===== config.mk =====
export PLATFORM = sky130hd
export DESIGN_NAME = wb_queue
export DESIGN_NICKNAME = d
export VERILOG_FILES = /design/src/rtl/wb_queue_pkg.sv /design/src/rtl/wb_queue_match.sv /design/src/rtl/wb_queue.sv
export SDC_FILE = /design/constraint.sdc
export NUM_CORES = 1
export LEC_CHECK = 0
export ABC_AREA = 1
export ABC_CLOCK_PERIOD_IN_PS = 5600
export CAP_MARGIN = 20
export CORE_ASPECT_RATIO = 1.5
export CORE_MARGIN = 4
export CORE_UTILIZATION = 41
export CTS_BUF_LIST = sky130_fd_sc_hd__clkbuf_16
export CTS_CLUSTER_SIZE = 40
export DETAILED_ROUTE_END_ITERATION = 12
export MAX_ROUTING_LAYER = met4
export PLACE_DENSITY = 0.61
export SLEW_MARGIN = 30
export SYNTH_ARGS = -nofsm -noshare
export SYNTH_HDL_FRONTEND = slang
export SYNTH_SLANG_ARGS = --single-unit

===== constraint.sdc =====
create_clock -name Clk -period 5.6 [get_ports Clk]
set_clock_uncertainty 0.1 [all_clocks]
set_input_delay 1.12 -clock Clk [delete_from_list [all_inputs] [get_ports Clk]]
set_output_delay 1.12 -clock Clk [all_outputs]
set_load 0.03 [all_outputs]

===== src/rtl/wb_queue_pkg.sv =====
// Shared types and sizing helpers for the writeback queue.
// The optional forwarding path is enabled with the WB_QUEUE_FWD_EN macro.
package wb_pkg;

    localparam int ADDR_W_DEF = 5;
    localparam int DATA_W_DEF = 32;

    typedef struct packed {
        logic [ADDR_W_DEF-1:0] wreg;
        logic [DATA_W_DEF-1:0] data;
    } wb_entry_t;

    // Occupancy needs one extra bit so a full queue (Count == DEPTH) is representable.
    function automatic int count_w(input int depth);
        return $clog2(depth) + 1;
    endfunction

endpackage


===== src/rtl/wb_queue_match.sv =====
// Pending-write lookup for one operand query over age-ordered entries.
// Index 0 is the oldest entry; with WB_QUEUE_FWD_EN the youngest hit's data is returned.
module wb_match
    import wb_pkg::*;
#(
    parameter int N      = 5,
    parameter int ADDR_W = ADDR_W_DEF
`ifdef WB_QUEUE_FWD_EN
    ,
    parameter int DATA_W = DATA_W_DEF
`endif
) (
    input  logic [ADDR_W-1:0]         query,
    input  logic [N-1:0][ADDR_W-1:0]  regs,
    input  logic [N-1:0]              valid,
`ifdef WB_QUEUE_FWD_EN
    input  logic [N-1:0][DATA_W-1:0]  datas,
    output logic [DATA_W-1:0]         fwd_data,
`endif
    output logic                      hit
);

    always_comb begin
        // NOTE: every output gets a default before the loop so no latch is inferred.
        hit = 1'b0;
`ifdef WB_QUEUE_FWD_EN
        fwd_data = '0;
`endif
        for (int i = 0; i < N; i++) begin
            if (valid[i] && (regs[i] == query)) begin
                hit = 1'b1;
`ifdef WB_QUEUE_FWD_EN
                fwd_data = datas[i];
`endif
            end
        end
    end

endmodule


===== src/rtl/wb_queue.sv =====
// In-order writeback queue in front of the register file write port, with busy scoreboard.
// Define WB_QUEUE_FWD_EN to add Fwd1_data/Fwd2_data bypass outputs.
module wb_queue
    import wb_pkg::*;
#(
    parameter int  DEPTH        = 4,
    parameter int  DATA_W       = DATA_W_DEF,
    parameter int  ADDR_W       = ADDR_W_DEF,
    parameter bit  ZERO_DISCARD = 1'b1,
    localparam int COUNT_W      = count_w(DEPTH)
) (
    input  logic              Clk,
    input  logic              Rst_n,
    input  logic              Flush,
    input  logic              Alu_valid,
    output logic              Alu_ready,
    input  logic [ADDR_W-1:0] Alu_reg,
    input  logic [DATA_W-1:0] Alu_data,
    input  logic              Ld_valid,
    output logic              Ld_ready,
    input  logic [ADDR_W-1:0] Ld_reg,
    input  logic [DATA_W-1:0] Ld_data,
    input  logic [ADDR_W-1:0] Query1,
    input  logic [ADDR_W-1:0] Query2,
    output logic              Busy1,
    output logic              Busy2,
`ifdef WB_QUEUE_FWD_EN
    output logic [DATA_W-1:0] Fwd1_data,
    output logic [DATA_W-1:0] Fwd2_data,
`endif
    output logic              RegWrite,
    output logic [ADDR_W-1:0] WriteRegister,
    output logic [DATA_W-1:0] WriteData,
    output logic [COUNT_W-1:0] Count
);

    localparam int PTR_W = $clog2(DEPTH);
    localparam int N     = DEPTH + 1;

    logic [ADDR_W-1:0] mem_reg  [DEPTH];
    logic [DATA_W-1:0] mem_data [DEPTH];
    logic [PTR_W-1:0]  head;
    logic [PTR_W-1:0]  tail;
    logic [PTR_W-1:0]  ld_slot;
    logic              ready;
    logic              alu_push;
    logic              ld_push;
    logic              pop;

    // Ready looks only at registered occupancy so both producers can always fit.
    assign ready     = Rst_n && (Count <= COUNT_W'(DEPTH - 2));
    assign Alu_ready = ready;
    assign Ld_ready  = ready;

    // A register-0 transfer still handshakes but leaves no entry behind.
    assign alu_push = Alu_valid && ready && !(ZERO_DISCARD && (Alu_reg == '0));
    assign ld_push  = Ld_valid  && ready && !(ZERO_DISCARD && (Ld_reg  == '0));
    assign pop      = (Count != '0);
    assign ld_slot  = tail + PTR_W'(alu_push);

    // NOTE: storage is not reset; head and Count alone decide which slots are live.
    always_ff @(posedge Clk) begin
        if (alu_push) begin
            mem_reg[tail]  <= Alu_reg;
            mem_data[tail] <= Alu_data;
        end
        if (ld_push) begin
            mem_reg[ld_slot]  <= Ld_reg;
            mem_data[ld_slot] <= Ld_data;
        end
    end

    always_ff @(posedge Clk or negedge Rst_n) begin
        if (!Rst_n) begin
            head          <= '0;
            tail          <= '0;
            Count         <= '0;
            RegWrite      <= 1'b0;
            WriteRegister <= '0;
            WriteData     <= '0;
        end else if (Flush) begin
            head          <= '0;
            tail          <= '0;
            Count         <= '0;
            RegWrite      <= 1'b0;
            WriteRegister <= '0;
            WriteData     <= '0;
        end else begin
            if (pop) begin
                WriteRegister <= mem_reg[head];
                WriteData     <= mem_data[head];
                head          <= head + PTR_W'(1);
            end
            RegWrite <= pop;
            tail     <= tail + PTR_W'(alu_push) + PTR_W'(ld_push);
            Count    <= Count + COUNT_W'(alu_push) + COUNT_W'(ld_push) - COUNT_W'(pop);
        end
    end

    // Present the output stage (oldest) followed by FIFO head..tail to the matchers.
    logic [N-1:0][ADDR_W-1:0] age_reg;
    logic [N-1:0]             age_valid;
`ifdef WB_QUEUE_FWD_EN
    logic [N-1:0][DATA_W-1:0] age_data;
`endif

    always_comb begin
        age_reg[0]   = WriteRegister;
        age_valid[0] = RegWrite;
`ifdef WB_QUEUE_FWD_EN
        age_data[0]  = WriteData;
`endif
        for (int i = 0; i < DEPTH; i++) begin
            age_reg[i+1]   = mem_reg[head + PTR_W'(i)];
            age_valid[i+1] = (COUNT_W'(i) < Count);
`ifdef WB_QUEUE_FWD_EN
            age_data[i+1]  = mem_data[head + PTR_W'(i)];
`endif
        end
    end

    wb_match #(
        .N      (N),
        .ADDR_W (ADDR_W)
`ifdef WB_QUEUE_FWD_EN
        ,
        .DATA_W (DATA_W)
`endif
    ) u_match1 (
        .query    (Query1),
        .regs     (age_reg),
        .valid    (age_valid),
`ifdef WB_QUEUE_FWD_EN
        .datas    (age_data),
        .fwd_data (Fwd1_data),
`endif
        .hit      (Busy1)
    );

    wb_match #(
        .N      (N),
        .ADDR_W (ADDR_W)
`ifdef WB_QUEUE_FWD_EN
        ,
        .DATA_W (DATA_W)
`endif
    ) u_match2 (
        .query    (Query2),
        .regs     (age_reg),
        .valid    (age_valid),
`ifdef WB_QUEUE_FWD_EN
        .datas    (age_data),
        .fwd_data (Fwd2_data),
`endif
        .hit      (Busy2)
    );

endmodule


==> impl_metrics.py, run 1 <==
metrics = {
    "clock_tree": {
        "cts_tree": "yes",
        "cts_buffers": 17,
        "cts_hold_buf": 0,
        "cts_buffer_depth": 2,
        "clock_latency_ps": 450,
        "ctsResizeCount": 0,
        "post_cts_buffers": 0,
        "clkTransAtPathRegs_ps": 70,
        "htreeDepth": 4,
        "clock-sinks": 193,
        "cts_root_buffer": "clkbuf_16",
    },
    "worst_setup_path": {
        "worstSetupPathType": "reg2out",
        "worstSetupStartpointType": "flop",
        "worstSetupEndpointType": "output port",
        "required_ps": 4380,
        "cp_max_fo": 19,
        "critPathArrivalTime_ps": 3450,
    },
    "route": {
        "drt-initial-drc-count": 638,
        "wl_per_cell_um": 18.5,
        "avgViaCountPerCell": 5.26,
        "wl_um": 30100,
        "ant_nets": 0,
        "vias": 8558,
        "firstDrtPassIters": 6,
        "route.detailed.drc": 0,
    },
    "layout": {
        "syn_to_final_growth_pct": 20.2,
        "diodes": 0,
        "final_area_um2": 12400,
        "nFillCells": 2329,
        "finish.utilization_pct": 50.5,
        "fin_cells": 1627,
        "largest_reg_flops": 128,
        "layout.nets": 1386,
        "drive_above_1_share_pct": 5.68,
    },
    "placement": {
        "gp_congestion": 0.929,
        "place_area_um2": 11800,
        "numPortBuffers": 133,
        "dp_cells": 1595,
        "post-dp-hpwl_um": 20300,
    },
    "floorplanning": {
        "die_w_um": 138,
        "row_count": 70,
        "die_y_um": 202,
        "start_util_pct": 42.0,
        "core-area_um2": 24600,
        "die_area_um2": 27900,
        "boundaryPins": 134,
    },
    "logic_synthesis": {
        "ys_seq_elements": 193,
        "synth-seq-area-share_pct": 53.9,
        "synth_edf_count": 148,
        "synth_async_sr_flop_share_pct": 23.3,
        "synth.top_cell.area_share_pct": 43.0,
        "synth_fp_nets": 1286,
        "ys_types": 33,
        "yosys-top-cells-area": "edfxtp_1 (43%), nand2_1 (12%), dfrtp_1 (11%)",
        "yosys_warnings": 0,
        "synthFlopType": "edfxtp_1",
        "post-synth-top-count-cell": "nand2_1",
        "avgSynthCellArea_um2": 8.69,
        "yosysTopAreaCell": "edfxtp_1",
        "synthesis.area_um2": 10300,
        "synthCells": 1190,
        "synthTopCellsByCount": "nand2_1 (327), inv_1 (185), edfxtp_1 (148)",
    },
    "global_routing": {
        "grt_usage_pct": 23.0,
        "antenna_found_initial": 0,
        "gr-total-overflow": 0,
        "grt_start_max_net_pins": 75,
        "grt_pass1_vias": 8392,
        "grt_pass1_wl_um": 47100,
    },
    "power": {
        "irDropWorstVdd_uv": 227,
        "internal_power_mw": 3.34,
        "power_frac_comb_pct": 43.9,
        "p_per_area_nw_per_um2": 466,
        "seq_power_share_pct": 35.0,
        "netSwitchingPower_mw": 2.45,
        "swShare_pct": 42.3,
        "p_leak_nw": 5.45,
        "p_clk_share_pct": 21.1,
    },
    "sta": {
        "tns_ps": 0,
        "rsz0062_at_grt": "false",
        "setup_violations": 0,
        "period_minus_slack_ps": 4670,
        "max_freq_mhz": 214,
        "max_slew_margin_pct": 41.7,
        "worstMarginPinSlew_ps": 871,
        "slew_viol_final": 0,
        "period_share_pct": 83.5,
        "hold_viol": 0,
        "whs_ps": 434,
    },
    "hold_path": {
        "min_path_type": "reg2reg",
    },
    "status": {
        "status": "finished, final reports clean",
    },
    "flow_run": {
        "maxCapViolCount": 0,
    },
}
[cells in the final DEF, fill, tap and decap left out, types with 2 or more instances in the layout]
| cell | instances |
|---|---|
| clkinv_8 | 2 |
| nand4_1 | 2 |
| a221oi_1 | 33 |
| dfrtp_1 | 45 |
| nand2_2 | 8 |
| o21ai_1 | 91 |
| inv_6 | 3 |
| xnor2_1 | 3 |
| inv_1 | 184 |
| nand2_1 | 326 |
| o21ai_0 | 72 |
| inv_2 | 3 |
| ha_1 | 5 |
| clkdlybuf4s50_1 | 132 |
| buf_4 | 14 |
| nand3_2 | 3 |
| edfxtp_1 | 148 |
| nor2_1 | 26 |
| inv_8 | 3 |
| a21oi_1 | 11 |
| nand3_1 | 69 |
| fa_1 | 2 |
| nand3_4 | 2 |
| xor2_1 | 4 |
| clkinv_4 | 4 |
| clkbuf_16 | 17 |
| o22ai_1 | 73 |
| o21ai_4 | 4 |
[power by group through the flow]
| stage | combinational, mW | sequential, mW | clock (mW) |
|---|---|---|---|
| finish | 2.54 | 2.03 | 1.22 |
| global route | 2.82 | 2.06 | 1.30 |
| detailed placement | 2.56 | 2.06 | 0 |
| global placement | 2.55 | 2.06 | 0 |
| CTS | 2.57 | 2.03 | 1.24 |
| floorplan | 1.55 | 2.20 | 0 |
[kinds of logic (layout without fill, tap and decap cells)]
logic type	count (synthesis)	count (layout)	share of synthesized area, %
flops	193	193	53.9
xor+xnor	7	7	0.593
buf+inv	254	367	10.8
fa+ha+maj	7	7	0.992
compound gates	287	287	16.1
simple gates	442	442	17.6
[routing by layer]
metal	track usage (%)	routed length, um	up-vias
met5	-	0	-
met4	8.92	966	0
met3	3.50	1350	44
met2	40.1	15900	224
met1	26.4	11900	4056
li1	-	-	4234
[worst max-delay path, cell delays in order (launching register included)]
cell and delay, ps:
dfrtp_1 670, buf_4 310, nand2_1 110, nand2_2 340, nand2_1 80, nand2_1 140, inv_1 90, nand2_1 60
nand2_1 60, nor2_1 210, nand3_1 100, nand2_1 70, inv_1 40, nand2_1 50, clkdlybuf4s50_1 660
[worst paths after layout]
| path | startpoint | end | slack (ps) | depth (start not counted) |
|---|---|---|---|---|
| min reg2reg | mem_data[2][28] | WriteData[28] | 430 | 2 |
| min in group asynchronous | Rst_n | WriteData[27] | 860 | 2 |
| min | mem_data[2][28] | WriteData[28] | 430 | 2 |
| max in group asynchronous | Rst_n | Count[2] | 4060 | 2 |
| max reg2reg | Count[1] | mem_data[2][7] | 1790 | 14 |
| max | head[0] | Busy2 | 930 | 14 |
[final cells by class]
type                       count  area, um2  area share (%)
clock inverter                15        170            1.37
tap                          324        405            3.26
multi-input combinational    743       3720            29.9
clock buffer                  17        425            3.42
timing repair buffer         147       1430            11.5
inverter                     188        708            5.70
sequential                   193       5570            44.8
[per-stage QoR]
| step | worst slack [ps] | power (mW) |
|---|---|---|
| floorplan | 473 | 3.75 |
| global placement | 1020 | 4.60 |
| detailed placement | 1070 | 4.62 |
| CTS | 895 | 5.84 |
| global route | 621 | 6.18 |
| finish | 926 | 5.79 |
No activity file was read; power rests on OpenSTA's default activity.
==> inputs of run 2 (changes only) <==
ABC_CLOCK_PERIOD_IN_PS = 4000   (was 5600)
PLACE_DENSITY = 0.64   (was 0.61)
clock period = 4 ns   (was 5.6 ns; I/O delays follow)
==> impl_metrics.py, run 2 (synthesized netlist as in run 1, its figures left out) <==
metrics = {
    "clock_tree": {
        "clock_latency_ps": 430,
        "cts_hold_buf": 0,
        "cts_root_buffer": "clkbuf_16",
        "clock-sinks": 193,
        "post_cts_buffers": 0,
        "htreeDepth": 4,
        "cts_tree": "yes",
        "ctsResizeCount": 0,
        "cts_buffers": 17,
        "cts_buffer_depth": 2,
        "clkTransAtPathRegs_ps": 70,
    },
    "worst_setup_path": {
        "cp_common_cell": "inv_1",
        "cp_cell_sequence": "inv_1 -> ha_1 -> a21oi_2 -> nand2_1 -> nand2_2 -> inv_1 -> nand3_1 -> inv_1 -> ha_1 -> xnor2_1 -> inv_1 -> nand3_2 -> buf_4 -> o21ai_0",
        "worstSetupEndpointType": "flop",
        "rr_worst_depth": 14,
        "worstSetupStartpointType": "flop",
        "critPathArrivalTime_ps": 3610,
        "worstSetupPathType": "reg2reg",
        "cp_max_fo": 48,
        "slowest_stage": "dfrtp_1",
        "required_ps": 4070,
        "cpPeakStageDelay_ps": 460,
    },
    "hold_path": {
        "min_path_type": "reg2reg",
        "hold_depth": 2,
    },
    "global_routing": {
        "grt_start_max_net_pins": 75,
        "grt_pass1_wl_um": 45200,
        "grt_pass1_vias": 8479,
        "antenna_found_initial": 0,
        "grt_usage_pct": 21.9,
        "gr-total-overflow": 0,
    },
    "sta": {
        "slew_viol_final": 0,
        "max_slew_margin_pct": 37.3,
        "hold_viol": 0,
        "setup_violations": 0,
        "worstMarginPinSlew_ps": 935,
        "rsz0062_at_grt": "false",
        "period_share_pct": 88.7,
        "max_freq_mhz": 282,
        "tns_ps": 0,
        "worst_slack_ps": 451,
        "period_minus_slack_ps": 3550,
    },
    "layout": {
        "syn_to_final_growth_pct": 20.6,
        "nFillCells": 2334,
        "final_area_um2": 12500,
        "final_cell_mix": "nand2_1 (325), inv_1 (188), edfxtp_1 (148)",
        "largest_reg_flops": 128,
        "drive_above_1_share_pct": 6.10,
        "final_common_cell": "nand2_1",
        "diodes": 0,
        "layout.nets": 1395,
    },
    "placement": {
        "post-dp-hpwl_um": 20400,
        "preCtsSetupSlack_ps": 307,
        "place_area_um2": 11900,
        "numPortBuffers": 133,
        "gp_congestion": 0.936,
    },
    "route": {
        "avgViaCountPerCell": 5.26,
        "vias": 8608,
        "wl_per_cell_um": 17.7,
        "ant_nets": 0,
        "drt-initial-drc-count": 589,
        "firstDrtPassIters": 6,
        "route.detailed.drc": 0,
        "wl_um": 28900,
    },
    "power": {
        "p_per_area_nw_per_um2": 636,
        "p_leak_nw": 5.48,
        "irDropWorstVdd_uv": 397,
    },
    "floorplanning": {
        "boundaryPins": 134,
        "die_y_um": 202,
        "core-area_um2": 24600,
        "die_w_um": 138,
        "die_area_um2": 27900,
        "row_count": 70,
        "start_util_pct": 42.0,
    },
    "flow_run": {
        "maxCapViolCount": 0,
    },
    "status": {
        "status": "finished, final reports clean",
    },
}
==> run 2: changes by cell type in the layout (fill, tap and decap cells not counted), sizes merged <==
cell	change
buf	+11
clkdlybuf4s50	-2
clkinv	-2
inv	-1
clkinvlp	+3
==> run 2: worst paths after layout <==
path / slack (ps) / startpoint / endpoint
worst min-delay path: 440 / mem_data[2][27] / WriteData[27]
min in group asynchronous: 490 / Rst_n / WriteData[25]
worst max-delay path: 450 / Count[1] / mem_data[3][9]
worst min register to register: 440 / mem_data[2][27] / WriteData[27]
worst max register to register: 450 / Count[1] / mem_data[3][9]
max in group asynchronous: 2840 / Rst_n / WriteData[24]
==> run 2: through the flow <==
step	hold WS, ps	cells	power, mW	util, %
after floorplan	401	1190	5.23	-
after global placement	411	1604	6.39	48.5
after detailed placement	426	1604	6.43	48.5
after CTS	442	1636	7.99	50.7
after global routing	461	1636	8.48	50.7
final	438	1636	7.93	50.7
==> run 2: area by class of cell <==
cell class                 count  area, um2  area share (%)
inverter                     188        708            5.68
clock buffer                  17        425            3.41
timing repair buffer         156       1540            12.4
tap                          324        405            3.25
multi-input combinational    743       3710            29.8
clock inverter                15        106           0.853
sequential                   193       5570            44.7
==> run 2: critical path: cells and delay by family, from the launching register on <==
family                     cells  cell delay [ps]
and+or+nand+nor                4              560
DFF                            1              460
adders and majority gates      2              440
buffers and inverters          5              940
xor gates and xnor gates       1              390
AOI/OAI and AO/OA              2              360
==> run 2: power by group <==
part | internal (mW) | switching, mW | leakage, nW
clock | 0.841 | 0.718 | 0.269
sequential | 2.64 | 0.172 | 1.95
combinational | 1.20 | 2.36 | 3.26
total | 4.68 | 3.25 | 5.48
==> run 2: layer usage <==
metal  wire length (um)  track usage [%]  vias to the layer above
li1                   -                -                     4242
met1              11000             24.0                     4024
met2              15600             39.4                      270
met3               1380             2.83                       72
met4               1060             8.95                        0
met5                  0                -                        -
==> inputs of run 3 (changes only) <==
GPL_ROUTABILITY_DRIVEN = 0   (was not set)
==> impl_metrics.py, run 3 (synthesized netlist as in run 1, its figures left out) <==
metrics = {
    "status": {
        "status": "finished, final reports clean",
    },
    "worst_setup_path": {
        "cp_cell_sequence": "inv_2 -> nand2_2 -> nand2_2 -> nand2_1 -> nand2_1 -> nand2_1 -> a21oi_1 -> nand3_1 -> nand2_1 -> inv_1 -> nand2_1 -> buf_4",
        "cp_common_cell": "nand2_1",
        "slowest_stage": "dfrtp_2",
        "cpPeakStageDelay_ps": 520,
        "path_buf_inv": 3,
        "worstSetupEndpointType": "output port",
        "critPathArrivalTime_ps": 2780,
        "r2r_end": "mem_data[2][10]",
        "crit_start": "head[1]",
        "worst_r2r_startpoint": "Count[1]",
        "reg2reg_setup_slack_ps": 560,
        "worstSetupStartpointType": "flop",
        "rr_worst_depth": 14,
        "required_ps": 3100,
        "worstSetupPathType": "reg2out",
        "crit_family": "simple AND/OR/NAND/NOR gates",
        "cp_max_fo": 16,
        "cp.depth": 12,
    },
    "global_routing": {
        "antenna_found_initial": 1,
        "grt_start_max_net_pins": 75,
        "grt_pass1_vias": 8390,
        "gr-total-overflow": 0,
        "grt_pass1_wl_um": 44600,
        "grt_usage_pct": 21.5,
    },
    "floorplanning": {
        "core-area_um2": 24600,
        "row_count": 70,
        "die_y_um": 202,
        "die_w_um": 138,
        "die_area_um2": 27900,
        "boundaryPins": 134,
        "start_util_pct": 42.0,
    },
    "layout": {
        "finish.utilization_pct": 50.7,
        "final_cell_mix": "nand2_1 (325), inv_1 (190), edfxtp_1 (148)",
        "drive_above_1_share_pct": 5.81,
        "layout.nets": 1392,
        "largest_reg_flops": 128,
        "final_common_cell": "nand2_1",
        "syn_to_final_growth_pct": 20.8,
    },
    "power": {
        "p_leak_nw": 5.50,
        "power_frac_comb_pct": 44.4,
        "swShare_pct": 40.8,
        "p_per_area_nw_per_um2": 638,
        "internal_power_mw": 4.72,
        "netSwitchingPower_mw": 3.25,
        "irDropWorstVdd_uv": 310,
        "p_clk_share_pct": 20.1,
        "seq_power_share_pct": 35.5,
    },
    "sta": {
        "tns_ps": 0,
        "max_freq_mhz": 272,
        "rsz0062_at_grt": "false",
        "setup_violations": 0,
        "hold_viol": 0,
        "max_slew_margin_pct": 39.4,
        "worstMarginPinSlew_ps": 906,
        "period_minus_slack_ps": 3680,
        "period_share_pct": 92.0,
        "worst_slack_ps": 319,
        "slew_viol_final": 0,
    },
    "hold_path": {
        "hold_start": "mem_data[2][7]",
        "min_path_type": "reg2reg",
        "hold_depth": 2,
        "min_to": "WriteData[7]",
    },
    "clock_tree": {
        "cts_tree": "yes",
        "htreeDepth": 4,
        "post_cts_buffers": 0,
        "cts_buffer_depth": 2,
        "cts_root_buffer": "clkbuf_16",
        "cts_hold_buf": 0,
        "cts_buffers": 17,
        "clock-sinks": 193,
        "clock_latency_ps": 440,
        "clkTransAtPathRegs_ps": 70,
    },
    "route": {
        "vias": 8639,
        "ant_nets": 0,
        "route.detailed.drc": 0,
        "avgViaCountPerCell": 5.29,
        "firstDrtPassIters": 6,
        "wl_per_cell_um": 17.6,
        "drt-initial-drc-count": 663,
        "wl_um": 28800,
    },
    "placement": {
        "numPortBuffers": 133,
        "post-dp-hpwl_um": 20000,
        "preCtsSetupSlack_ps": 297,
    },
    "flow_run": {
        "maxCapViolCount": 0,
    },
}
## run 3: cell count changes in the layout (fill, tap and decap cells not counted), sizes merged
cell	previous run	this run
buf	26	23
bufinv	1	0
clkbuf	17	20
clkinv	5	4
clkinvlp	4	0
diode	0	1
inv	193	196
## run 3: stage by stage
step | hold WS, ps | cells | power (mW) | cell area [um2]
detailed placement | 426 | 1601 | 6.42 | 11900
global placement | 409 | 1601 | 6.35 | 11900
finish | 436 | 1634 | 7.97 | 12500
floorplan | 401 | 1190 | 5.23 | 10400
CTS | 441 | 1633 | 8.01 | 12500
global route | 462 | 1634 | 8.49 | 12500
## run 3: worst max-delay path by stage
stage	endpoint	slack, ps
after floorplan	mem_data[1][0]	460
after global placement	mem_data[3][17]	310
after detailed placement	mem_data[3][17]	300
after CTS	Busy1	200
after global routing	Busy2	160
final	Busy1	320
## run 3: worst reg2reg max path: cells and delay by family, from the launching register on
| family | cells | cell delay, ps |
|---|---|---|
| AND/OR/NAND/NOR | 4 | 520 |
| flip-flops | 1 | 480 |
| adder cells (fa/ha/maj) | 2 | 460 |
| buffers and inverters | 5 | 900 |
| AO/OA/AOI/OAI | 2 | 340 |
| XOR/XNOR | 1 | 400 |
## run 3: power by group through the flow
stage          Combinational (mW)  Clock, mW  Sequential (mW)
2_1_floorplan                2.18          0             3.05
3_3_place_gp                 3.49          0             2.86
3_5_place_dp                 3.54          0             2.87
4_1_cts                      3.56       1.62             2.83
5_1_grt                      3.91       1.70             2.87
6_report                     3.54       1.60             2.83
## run 3: cell type report
cell class              count  area, um2
flip-flops and latches    193       5570
multi-input cells         743       3710
diodes                      1       2.50
repair buffers            153       1530
clock inverters            12       51.3
well taps                 324        405
clock buffers              20        500
fillers                  2303      12100
inverters                 188        708
## run 3: what timing repair did
action | CTS | global route
hold endpoints to repair | 0 | 0
resized for setup | 0 | 1
endpoints found under the setup margin | 0 | 1
## run 3: metal layers
| metal | share of wire (%) | vias to the layer above | global-route usage, % |
|---|---|---|---|
| li1 | - | 4235 | - |
| met1 | 38 | 4027 | 23.5 |
| met2 | 53 | 313 | 38.2 |
| met3 | 5.1 | 64 | 3.22 |
| met4 | 3.3 | 0 | 9.09 |
| met5 | 0 | - | - |
